[src/rtl/vga_timing_pkg.sv]
// rtl/vga_timing_pkg.sv - shared raster timing constants, sync bundle type and total-length helpers
package vga_timing_pkg;

    localparam int CNT_W = 10;
    localparam int CNT_MAX_TOTAL = 1 << CNT_W;

    // 640x480@60, 25 MHz pixel clock
    localparam int DEF_H_ACTIVE = 640;
    localparam int DEF_H_FP     = 16;
    localparam int DEF_H_SYNC   = 96;
    localparam int DEF_H_BP     = 48;
    localparam int DEF_V_ACTIVE = 480;
    localparam int DEF_V_FP     = 10;
    localparam int DEF_V_SYNC   = 2;
    localparam int DEF_V_BP     = 33;

    localparam logic SYNC_ACTIVE_LOW  = 1'b0;
    localparam logic SYNC_ACTIVE_HIGH = 1'b1;

    localparam int SYNC_DELAY_MAX = 7;

    typedef struct packed {
        logic hs;
        logic vs;
        logic blank_n;
    } sync_bus_t;

    localparam int SYNC_BUS_W = $bits(sync_bus_t);

    function automatic int line_total(input int active, input int fp, input int sync, input int bp);
        return active + fp + sync + bp;
    endfunction

    function automatic int h_total_default();
        return line_total(DEF_H_ACTIVE, DEF_H_FP, DEF_H_SYNC, DEF_H_BP);
    endfunction

    function automatic int v_total_default();
        return line_total(DEF_V_ACTIVE, DEF_V_FP, DEF_V_SYNC, DEF_V_BP);
    endfunction

endpackage

[src/rtl/vga_timing_gen_delay_line.sv]
// rtl/vga_timing_gen_delay_line.sv - vga_delay_line: width/depth shift register with sync reset value and enable
// DEPTH=0 degenerates to a wire so the syncs line up with X/Y.
module vga_delay_line #(
    parameter int               WIDTH     = 3,
    parameter int               DEPTH     = 3,
    parameter logic [WIDTH-1:0] RESET_VAL = '0
) (
    input  logic             clk_i,
    input  logic             rst_i,
    input  logic             en_i,
    input  logic [WIDTH-1:0] data_i,
    output logic [WIDTH-1:0] data_o
);

    if (DEPTH == 0) begin : g_bypass
        logic unused_ctrl;
        assign unused_ctrl = ^{clk_i, rst_i, en_i};
        assign data_o      = data_i;
    end else begin : g_shift
        logic [WIDTH-1:0] stage_q [DEPTH];

        always_ff @(posedge clk_i) begin
            if (rst_i) begin
                for (int i = 0; i < DEPTH; i++) begin
                    stage_q[i] <= RESET_VAL;
                end
            end else if (en_i) begin
                stage_q[0] <= data_i;
                for (int i = 1; i < DEPTH; i++) begin
                    stage_q[i] <= stage_q[i-1];
                end
            end
        end

        assign data_o = stage_q[DEPTH-1];
    end

endmodule

[src/rtl/vga_timing_gen.sv]
// rtl/vga_timing_gen.sv - VGA raster timing generator: X/Y, line/frame pulses, delayed HS/VS/BLANK_n
// Optional clock enable input iCE when VGA_TIMING_CE_EN is defined.
module vga_timing_gen
    import vga_timing_pkg::*;
#(
    parameter int   H_ACTIVE   = DEF_H_ACTIVE,
    parameter int   H_FP       = DEF_H_FP,
    parameter int   H_SYNC     = DEF_H_SYNC,
    parameter int   H_BP       = DEF_H_BP,
    parameter int   V_ACTIVE   = DEF_V_ACTIVE,
    parameter int   V_FP       = DEF_V_FP,
    parameter int   V_SYNC     = DEF_V_SYNC,
    parameter int   V_BP       = DEF_V_BP,
    parameter logic SYNC_POL   = SYNC_ACTIVE_LOW,
    parameter int   SYNC_DELAY = 3
) (
    input  logic             iVGA_CLK,
    input  logic             iRST,
`ifdef VGA_TIMING_CE_EN
    input  logic             iCE,
`endif
    output logic [CNT_W-1:0] oVGA_X,
    output logic [CNT_W-1:0] oVGA_Y,
    output logic             oHS,
    output logic             oVS,
    output logic             oBLANK_n,
    output logic             oLINE_START,
    output logic             oFRAME_START
);

    localparam int H_TOTAL = line_total(H_ACTIVE, H_FP, H_SYNC, H_BP);
    localparam int V_TOTAL = line_total(V_ACTIVE, V_FP, V_SYNC, V_BP);

    if (H_TOTAL > CNT_MAX_TOTAL || V_TOTAL > CNT_MAX_TOTAL) begin : g_bad_total
        $error("vga_timing_gen: line or frame total exceeds 10-bit counter range");
    end
    if (SYNC_DELAY < 0 || SYNC_DELAY > SYNC_DELAY_MAX) begin : g_bad_delay
        $error("vga_timing_gen: SYNC_DELAY must be 0..7");
    end

    localparam logic [CNT_W-1:0] H_LAST     = CNT_W'(H_TOTAL - 1);
    localparam logic [CNT_W-1:0] V_LAST     = CNT_W'(V_TOTAL - 1);
    localparam logic [CNT_W-1:0] H_ACT      = CNT_W'(H_ACTIVE);
    localparam logic [CNT_W-1:0] V_ACT      = CNT_W'(V_ACTIVE);
    localparam logic [CNT_W-1:0] H_SYNC_BEG = CNT_W'(H_ACTIVE + H_FP);
    localparam logic [CNT_W-1:0] H_SYNC_END = CNT_W'(H_ACTIVE + H_FP + H_SYNC);
    localparam logic [CNT_W-1:0] V_SYNC_BEG = CNT_W'(V_ACTIVE + V_FP);
    localparam logic [CNT_W-1:0] V_SYNC_END = CNT_W'(V_ACTIVE + V_FP + V_SYNC);

    localparam sync_bus_t SYNC_IDLE = '{hs: !SYNC_POL, vs: !SYNC_POL, blank_n: 1'b0};

    logic ce;
`ifdef VGA_TIMING_CE_EN
    assign ce = iCE;
`else
    assign ce = 1'b1;
`endif

    logic [CNT_W-1:0] h_cnt_q, h_cnt_d;
    logic [CNT_W-1:0] v_cnt_q, v_cnt_d;

    always_comb begin
        h_cnt_d = h_cnt_q;
        v_cnt_d = v_cnt_q;
        if (ce) begin
            if (h_cnt_q == H_LAST) begin
                h_cnt_d = '0;
                v_cnt_d = (v_cnt_q == V_LAST) ? '0 : v_cnt_q + CNT_W'(1);
            end else begin
                h_cnt_d = h_cnt_q + CNT_W'(1);
            end
        end
    end

    always_ff @(posedge iVGA_CLK) begin
        if (iRST) begin
            h_cnt_q <= '0;
            v_cnt_q <= '0;
        end else begin
            h_cnt_q <= h_cnt_d;
            v_cnt_q <= v_cnt_d;
        end
    end

    // Output stage: X/Y, pulses and the undelayed sync bundle share one register stage
    logic [CNT_W-1:0] x_q, x_d;
    logic [CNT_W-1:0] y_q, y_d;
    logic             line_start_q, line_start_d;
    logic             frame_start_q, frame_start_d;
    sync_bus_t        sync_q, sync_d;
    logic             h_act, v_act, h_in_sync, v_in_sync;

    always_comb begin
        h_act         = (h_cnt_q < H_ACT);
        v_act         = (v_cnt_q < V_ACT);
        h_in_sync     = (h_cnt_q >= H_SYNC_BEG) && (h_cnt_q < H_SYNC_END);
        v_in_sync     = (v_cnt_q >= V_SYNC_BEG) && (v_cnt_q < V_SYNC_END);
        x_d           = x_q;
        y_d           = y_q;
        line_start_d  = line_start_q;
        frame_start_d = frame_start_q;
        sync_d        = sync_q;
        if (ce) begin
            x_d            = h_act ? h_cnt_q : '0;
            y_d            = v_act ? v_cnt_q : '0;
            line_start_d   = (h_cnt_q == '0);
            frame_start_d  = (h_cnt_q == '0) && (v_cnt_q == '0);
            sync_d.hs      = h_in_sync ? SYNC_POL : !SYNC_POL;
            sync_d.vs      = v_in_sync ? SYNC_POL : !SYNC_POL;
            sync_d.blank_n = h_act && v_act;
        end
    end

    always_ff @(posedge iVGA_CLK) begin
        if (iRST) begin
            x_q           <= '0;
            y_q           <= '0;
            line_start_q  <= 1'b0;
            frame_start_q <= 1'b0;
            sync_q        <= SYNC_IDLE;
        end else begin
            x_q           <= x_d;
            y_q           <= y_d;
            line_start_q  <= line_start_d;
            frame_start_q <= frame_start_d;
            sync_q        <= sync_d;
        end
    end

    logic [SYNC_BUS_W-1:0] sync_dly_raw;
    sync_bus_t             sync_dly;

    vga_delay_line #(
        .WIDTH     (SYNC_BUS_W),
        .DEPTH     (SYNC_DELAY),
        .RESET_VAL (SYNC_BUS_W'(SYNC_IDLE))
    ) u_sync_dly (
        .clk_i  (iVGA_CLK),
        .rst_i  (iRST),
        .en_i   (ce),
        .data_i (sync_q),
        .data_o (sync_dly_raw)
    );

    assign sync_dly = sync_bus_t'(sync_dly_raw);

    assign oVGA_X   = x_q;
    assign oVGA_Y   = y_q;
    assign oHS      = sync_dly.hs;
    assign oVS      = sync_dly.vs;
    assign oBLANK_n = sync_dly.blank_n;
    // Pulse registers hold across disabled cycles; gating with ce keeps each event one clock wide
    assign oLINE_START  = line_start_q & ce;
    assign oFRAME_START = frame_start_q & ce;

endmodule

[config.mk]
export PLATFORM = sky130hd
export DESIGN_NAME = vga_timing_gen
export DESIGN_NICKNAME = d
export VERILOG_FILES = /design/src/rtl/vga_timing_pkg.sv /design/src/rtl/vga_timing_gen_delay_line.sv /design/src/rtl/vga_timing_gen.sv
export SDC_FILE = /design/constraint.sdc
export NUM_CORES = 1
export LEC_CHECK = 0
export ABC_AREA = 1
export ABC_CLOCK_PERIOD_IN_PS = 1700
export CAP_MARGIN = 10
export CORE_MARGIN = 1
export CORE_UTILIZATION = 53
export CTS_CLUSTER_DIAMETER = 120
export DETAILED_ROUTE_END_ITERATION = 8
export PLACE_DENSITY = 0.77
export RECOVER_POWER = 100
export SETUP_SLACK_MARGIN = 0.15
export SYNTH_ARGS = -nofsm -noshare
export SYNTH_HDL_FRONTEND = slang
export SYNTH_SLANG_ARGS = --single-unit
[constraint.sdc]
create_clock -name iVGA_CLK -period 1.7 [get_ports iVGA_CLK]
set_input_delay 0.34 -clock iVGA_CLK [delete_from_list [all_inputs] [get_ports iVGA_CLK]]
set_output_delay 0.34 -clock iVGA_CLK [all_outputs]
set_load 0.03 [all_outputs]
# --- Yosys cells after proc, flatten, opt, wreduce, memory -nomap -nowiden ---
# Memories as Yosys holds them, arrays and structs flattened.
# Cells that the tools add are included.
word_totals:
  regBits: 45
  ram_bits: 9
  wordCells: 43
  mem_count: 1
mem_list:
  columns: ["memory", "words", "width", "rd", "rd_ports_with_merged_regs", "write_ports", "line_no", "text"]
  rows:
  - ["u_sync_dly.g_shift.stage_q", 3, 3, 3, 0, 3, "vga_timing_gen_delay_line.sv:20", "logic [WIDTH-1:0] stage_q [DEPTH];"]
op_classes:
  n_addsub: 2
  n_lt_le_gt_ge: 6
  eq_ne: 2
  n_mux: 9
  n_bitwise: 5
  n_reduce_logical: 9
op_table:
  columns: ["op", "n"]
  rows:
  - ["$add 10x1->10 const B", 2]
  - ["$eq 10x10->1 const B", 2]
  - ["$logic_not 10->1", 2]
  - ["$lt 10x10->1 const B", 2]
  - ["$lt 10x9->1 const B", 2]
  - ["$ge 10x10->1 const B", 1]
  - ["$ge 10x9->1 const B", 1]
  - ["$mux 10", 1]
  - ["$mux 3", 3]
  - ["$reduce_or 2->1", 3]
  - ["$mux 1", 5]
  - ["$logic_and 1x1->1", 4]
  - ["$or 1x1->1", 3]
  - ["$not 1->1", 2]

# --- Depth between registers and ports, before layout ---
# Gate-level depths: netlist of the first run.
logic_depth:
  depth_word: 3
  depth_mapped: 9

# --- Cells and area by module ---
# From an unflattened synthesis of the first run, not the netlist that was laid out.
hier_totals:
  hier_cells: 275
  hier_area_um2: 2212.1
modules_own_cells:
  columns: ["module", "instances", "cells_each", "area_each_um2"]
  rows:
  - ["vga_timing_gen", 1, 240, 1825.5]
  - ["vga_delay_line", 1, 35, 386.6]

# --- Worst setup path before layout of the first run ---
# No wires, ideal clock.
synth_timing:
  path_type: "reg-to-reg"
  startpoint: "reg h_cnt_q[0]"
  endpoint: "reg v_cnt_q[3]"
  setup_time_ns: 0.111
  arrival_ns: 1.217
  required_ns: 1.589
  setup_slack_ns: 0.372
  path_stages_with_launch: 9
  path_buffers: 0
  path_cell_list: "dfxtp_1 > ha_1 > nand2_2 > nor2_8 > nand2_2 > nand2_4 > nand2_4 > inv_2 > nor2_1"
synth_between:
  elab_chain_cells: 1
synth_lines:
  columns: ["item", "line_no", "text"]
  rows:
  - ["start: declaration", "vga_timing_gen.sv:59", "logic [CNT_W-1:0] h_cnt_q, h_cnt_d;"]
  - ["start signal: assignment", "vga_timing_gen.sv:80", "h_cnt_q <= h_cnt_d;"]
  - ["$eq 10x10->1", "vga_timing_gen.sv:66", "if (h_cnt_q == H_LAST) begin"]
  - ["end signal: assignment", "vga_timing_gen.sv:81", "v_cnt_q <= v_cnt_d;"]
  - ["end: declaration", "vga_timing_gen.sv:60", "logic [CNT_W-1:0] v_cnt_q, v_cnt_d;"]
# Every way passes these cells.
# A chain may end at the register's enable or synchronous reset.

# --- Worst setup path in the final report of the first run ---
layout_timing:
  startpoint: "in iRST"
  endpoint: "reg y_q[1], in the netlist oVGA_Y[1]"
layout_between:
  elab_chain_cells: 1
layout_lines:
  columns: ["item", "line_no", "text"]
  rows:
  - ["start: declaration", "vga_timing_gen.sv:18", "input logic iRST,"]
  - ["$reduce_or 2->1 (no source line)", null, null]
  - ["end signal: assignment", "vga_timing_gen.sv:123", "y_q <= y_d;"]
  - ["end: declaration", "vga_timing_gen.sv:87", "logic [CNT_W-1:0] y_q, y_d;"]
# Every way passes these cells.

==> metrics.md, run 1 <==
| Metric | Value |
|---|---|
| Initial Utilization | 55.7% |
| Adder-Cell Fraction of Synth Area | 2.44% |
| Syn_nets | between 200 and 300 |
| First-pass detailed-route iteration total | 4 |
| DR vias/cell | about 4.8 |
| Initial DRC count | between 100 and 150 |
| Power density cells | slightly above 800 nW/µm² |
| CTS Buf Count | 5 |
| Total grt overflow | 0 |
| Post-route ant nets | 0 |
| Post-synth EDFFs | 0 |
| Core area | ~3700 µm² |
| Max Freq | around 0.67 GHz |
| # port buffers | 26 |
| Clock Pin Slew Worst Setup and Hold Paths | 0.09 ns |
| Fill cells | about 330 |
| Post-Syn Area | approximately 2100 µm² |
| Primary FF master, synth | dfxtp_1 |
| Ratio of cells with drive above 1 in the final layout | 10.9% |
| Die area | just over 4000 µm² |
| Total Wirelength | 3920 µm |
| WS Path Type | in2reg |
| Skew final | 0.00746 ns |
| Synth area leaders | dfxtp_1 (53%), nor2_1 (9.9%), nand2_1 (9.0%) |
| CTS Buffer Depth | 2 |
| Distinct cells, synth | 23 |
| Die Width | around 64 µm |
| I/O pin cnt | 27 |
| CTS tree | built |
| First-pass GRT wire length | roughly 6600 µm |
| Commonest cells in the synthesized netlist | dfxtp_1 (54), nor2_1 (54), nand2_1 (49), inv_1 (34), nand3_1 (19) |
| Sequential cell area | ~1100 µm² |
| CP arrival | around 1.7 ns |
| Final max-slew violation count | 0 |
| Period utilization | between 80% and 90% |
| Status | complete, no violations |
| Clock Tree Root | clkbuf_8 |
| Initial antenna violation count | 0 |
| Post-DP HPWL | around 2800 µm |
| Routed WL per cell | approximately 11 µm |
| NumNets Final | 309 |
| RSZ-0062 raised after global routing | true |
| Post-Synth Simple-Gate Area | approximately a third |
| FFs w/ async S/R, synth | 0% |
| Clk sinks | 54 |
| Main combinational cell family by area after synthesis | simple AND/OR/NAND/NOR gates |
| Area leader, netlist | dfxtp_1 |
| Final setup viols | 0 |
| Peak VDD IR | approximately 490 µV |
| Post-Synth XOR/XNOR Area | about 1.3% |
| LEAKAGE | approximately 1.2 nW |
| Clock insertion delay at the later pin of the skew report | approximately 0.31 ns |
| Yosys warns | 0 |
| Via count | 1692 |
| Fin crit period | around 1.5 ns |
| Min Hold Slack | ~0.4 ns |
| Htree depth | 2 |
| Type of the worst min-delay path | reg2reg |
| Routability Congestion | 0.859 |
| Mux cell area share after synthesis | 0% |
| Vias in the first global route | between 1000 and 1500 |
| Cell count after synthesis | 260 |
| Req. time, crit path | 1.89 ns |
| GRT Total Usage | a little over a fifth |
| Worst setup EP type | flip-flop |
| Max-cap violations | 0 |
| Hold Fails Final Rpt | 0 |
| Setup TNS Final | 0 ns |
| Synth top area share | between 50% and 60% |
| Drc violations | 0 |
| Layout area overhead | 21.1% |
| Multi-input gate area | about 830 µm² |
| Worst setup SP type | input port |
| Post-synthesis sequential area ratio | a little over half |
| Die Span Y | approximately 64 µm |
| Synth Area in Compound Gates | approximately 1.5% |
| Diodes inserted | 0 |
| FF+latch count, synth | 54 |
| Crit-path max FO | 9 |
| Syn Area/Cell | around 7.9 µm² |
| Pin count of the biggest net entering global routing | 16 |
| Row count | 22 |
-- cells by family (layout without fill, tap and decap cells) --
group	Yosys count	in the layout
AOI/OAI and AO/OA	6	6
DFF	54	54
buffers and inverters	38	81
adders and majority gates	4	4
and+or+nand+nor	154	154
other	1	1
xor gates and xnor gates	3	3
-- metal layers --
| metal | track usage [%] | share of wire, % |
|---|---|---|
| met1 | 27.0 | 47 |
| met2 | 32.6 | 46 |
| met3 | 6.96 | 5.1 |
| met4 | 8.33 | 1.6 |
| met5 | 0 | 0 |
-- flip-flops by register name (all words and copies together) (netlist names) --
signal,count
h_cnt_q,10
oVGA_X,10
oVGA_Y,10
v_cnt_q,10
u_sync_dly.g_shift.stage_q,9
sync_q,3
oFRAME_START,1
oLINE_START,1
-- cells in the final DEF (no fill, tap or decap) --
master         synthesis  layout
clkbuf_8               0       5
nor2_2                 2       1
xor2_1                 3       3
nor3_1                 6       7
ha_1                   4       4
inv_4                  1       1
nand3_1               19      19
nor2_4                 3       4
inv_2                  2       1
nand2_1               49      50
clkinv_2               0       2
o21ai_1                1       1
clkbuf_4               0       1
inv_1                 34      35
nand2_2                3       2
dlygate4sd3_1          0       1
or2_2                  6       6
nor2_8                 1       1
nand2_4                2       2
nor2_1                54      54
dlygate4sd2_1          0      25
dfxtp_1               54      54
clkbuf_1               1       3
buf_4                  0       7
nor3b_1                1       1
a21oi_1                5       5
nand4_1                7       7
conb_1                 1       1
-- path summary, 6_finish.rpt --
check | start | endpoint | slack (ns) | cells after the start
worst max-delay path | iRST | oVGA_Y[1] | 0.22 | 5
worst max register to register | h_cnt_q[1] | v_cnt_q[6] | 0.23 | 9
worst min-delay path | u_sync_dly.g_shift.stage_q[0][3] | u_sync_dly.g_shift.stage_q[0][6] | 0.41 | 2
worst min register to register | u_sync_dly.g_shift.stage_q[0][3] | u_sync_dly.g_shift.stage_q[0][6] | 0.41 | 2
-- layout make-up --
cell class              instances  area share (%)
flip-flops and latches         54            43.5
inverters                      37            5.68
clock inverters                 2           0.402
well taps                      48            2.41
clock buffers                   5            2.77
repair buffers                 37            12.1
multi-input cells             168            33.2
-- worst max-delay path, cell delays in order --
cell           delay (ns)
dlygate4sd3_1        0.60
inv_1                0.16
nand3_1              0.12
clkbuf_1             0.36
nor2_1               0.08
-- timing repair --
action / in CTS / in global routing
cloned: 0 / 0
pin swaps: 0 / 2
buffers inserted: 0 / 8
endpoints found under the setup margin: 25 / 10
resized for setup: 25 / 2
hold buffers: 0 / 0
-- power breakdown --
group / leakage (nW) / internal (mW) / switching, mW
Clock: 0.0438 / 0.277 / 0.382
Combinational: 0.706 / 0.0336 / 0.0691
Sequential: 0.438 / 1.28 / 0.00827
-- stage by stage --
step	total power, mW	std cells	worst slack [ns]	utilization [%]	cell area (µm²)
after CTS	2.07	343	0.175	66.2	2440
after global routing	2.14	351	0.105	67.4	2490
final	2.05	351	0.216	67.4	2490
after floorplan	1.39	260	0.372	-	2050
after global placement	1.43	336	0.220	64.9	2390
after detailed placement	1.43	336	0.171	64.9	2390
(Power assumes the default switching activity.)
==> run 2, diff against run 1 <==
--- a/config.mk
+++ b/config.mk
@@ -8,11 +8,13 @@
 export ABC_AREA = 1
 export ABC_CLOCK_PERIOD_IN_PS = 1700
 export CAP_MARGIN = 10
+export CELL_PAD_IN_SITES_DETAIL_PLACEMENT = 2
+export CELL_PAD_IN_SITES_GLOBAL_PLACEMENT = 2
 export CORE_MARGIN = 1
-export CORE_UTILIZATION = 53
+export CORE_UTILIZATION = 31
 export CTS_CLUSTER_DIAMETER = 120
 export DETAILED_ROUTE_END_ITERATION = 8
-export PLACE_DENSITY = 0.77
+export PLACE_DENSITY_LB_ADDON = 0.08
 export RECOVER_POWER = 100
 export SETUP_SLACK_MARGIN = 0.15
 export SYNTH_ARGS = -nofsm -noshare
==> run 2 against run 1 <==
  * Clock-buffer cell count is 2 higher
  * Via count is 2.2% higher
  * Sequential share of layout area is 0.10 points lower
  * Critical endpoint is now h_cnt_q[9]
  * Highest routed layer unchanged
==> metrics.md, run 2 (same netlist as run 1, synthesis figures left out) <==
| Metric | Value |
|---|---|
| Layout area overhead | 21.9% |
| Die Span Y | 83.4 µm (+30%) |
| First-pass GRT wire length | 8610 µm (+31%) |
| NumNets Final | 305 (-1.3%) |
| Hold Fails Final Rpt | 0 (unchanged) |
| DR vias/cell | 4.59 (-4.8%) |
| Vias in the first global route | 1731 (+20%) |
| Design Power | 2.12 mW (+3.4%) |
| Initial DRC count | 55 (-46%) |
| Clk sinks | 54 (unchanged) |
| Crit-path max FO | 8 (-1) |
| Final max-slew violation count | 0 (unchanged) |
| Reg-to-reg critical path startpoint | h_cnt_q[0] |
| I/O pin cnt | 27 (unchanged) |
| Diodes inserted | 0 (unchanged) |
| Ratio of cells with drive above 1 in the final layout | 10.7% (-0.22 points) |
| CTS tree | built |
| Psw | 480 µW (+4.3%) |
| Row count | 29 (+32%) |
| # port buffers | 26 (unchanged) |
| Total grt overflow | 0 (unchanged) |
| Worst r2r dst | h_cnt_q[9] |
| Pin count of the biggest net entering global routing | 16 (unchanged) |
| Peak VDD IR | 567 µV (+16%) |
| Sw Share | 22.6% (+0.20 points) |
| Initial antenna violation count | 0 (unchanged) |
| GRT Total Usage | 15.8% (-5.3 points) |
| Power density cells | 848 nW/µm² (+2.7%) |
| Htree depth | 2 (unchanged) |
| First-pass detailed-route iteration total | 4 (unchanged) |
| Clock Tree Root | clkbuf_8 |
| Post-DP HPWL | 3930 µm (+40%) |
| CP arrival | 1.68 ns (about the same) |
| CTS Buffer Depth | 2 (unchanged) |
| RSZ-0062 raised after global routing | false |
| Core area | 6390 µm² (+73%) |
| Reg2reg path depth | 7 (-2) |
| Via count | 1730 (+2.2%) |
| Most frequent cells in the layout | nor2_1 (55), dfxtp_1 (52), nand2_1 (50), inv_1 (34), dlygate4sd2_1 (25) |
| Final setup viols | 0 (unchanged) |
| Post-route ant nets | 0 (unchanged) |
| Worst setup SP type | flip-flop |
| R2R Setup Slk | 0.23 ns (about the same) |
| WS Path Type | reg2reg |
| Type of the worst min-delay path | reg2reg |
| Skew final | 0.00597 ns (-0.00150 ns) |
| Drc violations | 0 (unchanged) |
| Clock network fraction of total power | 34.3% (+2.2 points) |
| Setup TNS Final | 0 ns (unchanged) |
| Die Width | 83.4 µm (+30%) |
| Hold Path Cell Cnt | 2 (unchanged) |
| Routed WL per cell | 13.6 µm (+22%) |
| Fin crit period | 1.47 ns (-0.00961 ns) |
| Die area | 6960 µm² (+68%) |
| Slowest-stage cell, CP | dfxtp_4 |
| Max Freq | 0.678 GHz (+0.65%) |
| Pint | 1.64 mW (+3.2%) |
| Routability Congestion | 0.722 (-16%) |
| Reg power frac | 60.9% (-2.0 points) |
| Initial Utilization | 32.2% (-24 points) |
| Max-cap violations | 0 (unchanged) |
| Clock Pin Slew Worst Setup and Hold Paths | 0.09 ns (about the same) |
| Clock insertion delay at the later pin of the skew report | 0.30 ns (about the same) |
| Status | complete, no violations |
| Worst setup EP type | flip-flop |
| Period utilization | 86.7% (-0.57 points) |
| LEAKAGE | 1.18 nW (-0.89%) |
| Slowest stage delay, CP | 0.37 ns (-0.23 ns) |
| Hold Path Origin | u_sync_dly.g_shift.stage_q[0][0] |
| Comb pwr share | 4.8% (-0.2 points) |
| Total Wirelength | 5150 µm (+31%) |
| Hold Path End | u_sync_dly.g_shift.stage_q[0][3] |
| Commonest non-fill, non-tap cell in the layout | nor2_1 |
| Req. time, crit path | 1.90 ns (about the same) |
| CTS Buf Count | 5 (unchanged) |
| Crit path cell chain | ha_1, nand2_2, nor2_8, nand2_1, nand2_4, clkbuf_1, nor2_1 |
| Hold Buf Count CTS | 0 (unchanged) |
## run 2: through the flow
step / hold slack [ns] / util [%] / std cells / instance area (µm²) / setup slack, ns
6_report: 0.414 / 39.2 / 377 / 2500 / 0.226
5_1_grt: 0.430 / 39.2 / 377 / 2500 / 0.0795
4_1_cts: 0.416 / 39.4 / 376 / 2510 / 0.184
3_5_place_dp: 0.396 / 38.4 / 368 / 2450 / 0.144
3_3_place_gp: 0.391 / 38.4 / 368 / 2450 / 0.138
2_1_floorplan: 0.388 / - / 260 / 2050 / 0.372
## run 2: power by group through the flow
stage / Combinational (mW) / Clock [mW] / Sequential (mW)
floorplan: 0.0449 / 0 / 1.34
global placement: 0.114 / 0 / 1.32
detailed placement: 0.115 / 0 / 1.32
CTS: 0.108 / 0.771 / 1.29
global route: 0.113 / 0.820 / 1.30
finish: 0.102 / 0.729 / 1.29
## run 2: critical path, delay by kind of cell (launching register included)
kind / cells / cell delay [ns]
buf+inv: 1 / 0.17
simple gates: 5 / 0.64
flops: 1 / 0.37
fa+ha+maj: 1 / 0.18
## run 2: how the worst max path moves through the flow
stage / from / depth (start not counted) / to / slack, ns
after detailed placement: iRST / 6 / oVGA_X[4] / 0.14
final: h_cnt_q[0] / 7 / h_cnt_q[9] / 0.23
after global routing: h_cnt_q[0] / 7 / h_cnt_q[9] / 0.08
after CTS: h_cnt_q[1] / 9 / v_cnt_q[9] / 0.18
after floorplan: h_cnt_q[0] / 8 / v_cnt_q[3] / 0.37
after global placement: iRST / 4 / oFRAME_START / 0.14
## run 2: layer usage
| layer | part of all wire (%) | track usage (%) | up-vias |
|---|---|---|---|
| met1 | 52 | 22.4 | 830 |
| met3 | 2.8 | 3.48 | 5 |
| met2 | 44 | 24.1 | 25 |
| met5 | 0 | 0 | - |
| li1 | - | - | 870 |
| met4 | 0.99 | 4.62 | 0 |
## run 2: timing repair
item / CTS / global route
endpoints found under the setup margin: 26 / 12
gates resized for setup: 26 / 4
setup buffers: 0 / 1
pin swaps: 0 / 3
## run 2: final cells by class
| cell class | count | area (µm²) |
|---|---|---|
| Inverter | 37 | 141 |
| Clock buffer | 7 | 86.3 |
| Tap cell | 77 | 96.3 |
| Multi-Input combinational cell | 168 | 818 |
| Clock inverter | 1 | 5.00 |
| Sequential cell | 54 | 1090 |
| Fill cell | 792 | 3880 |
| Timing Repair Buffer | 33 | 272 |
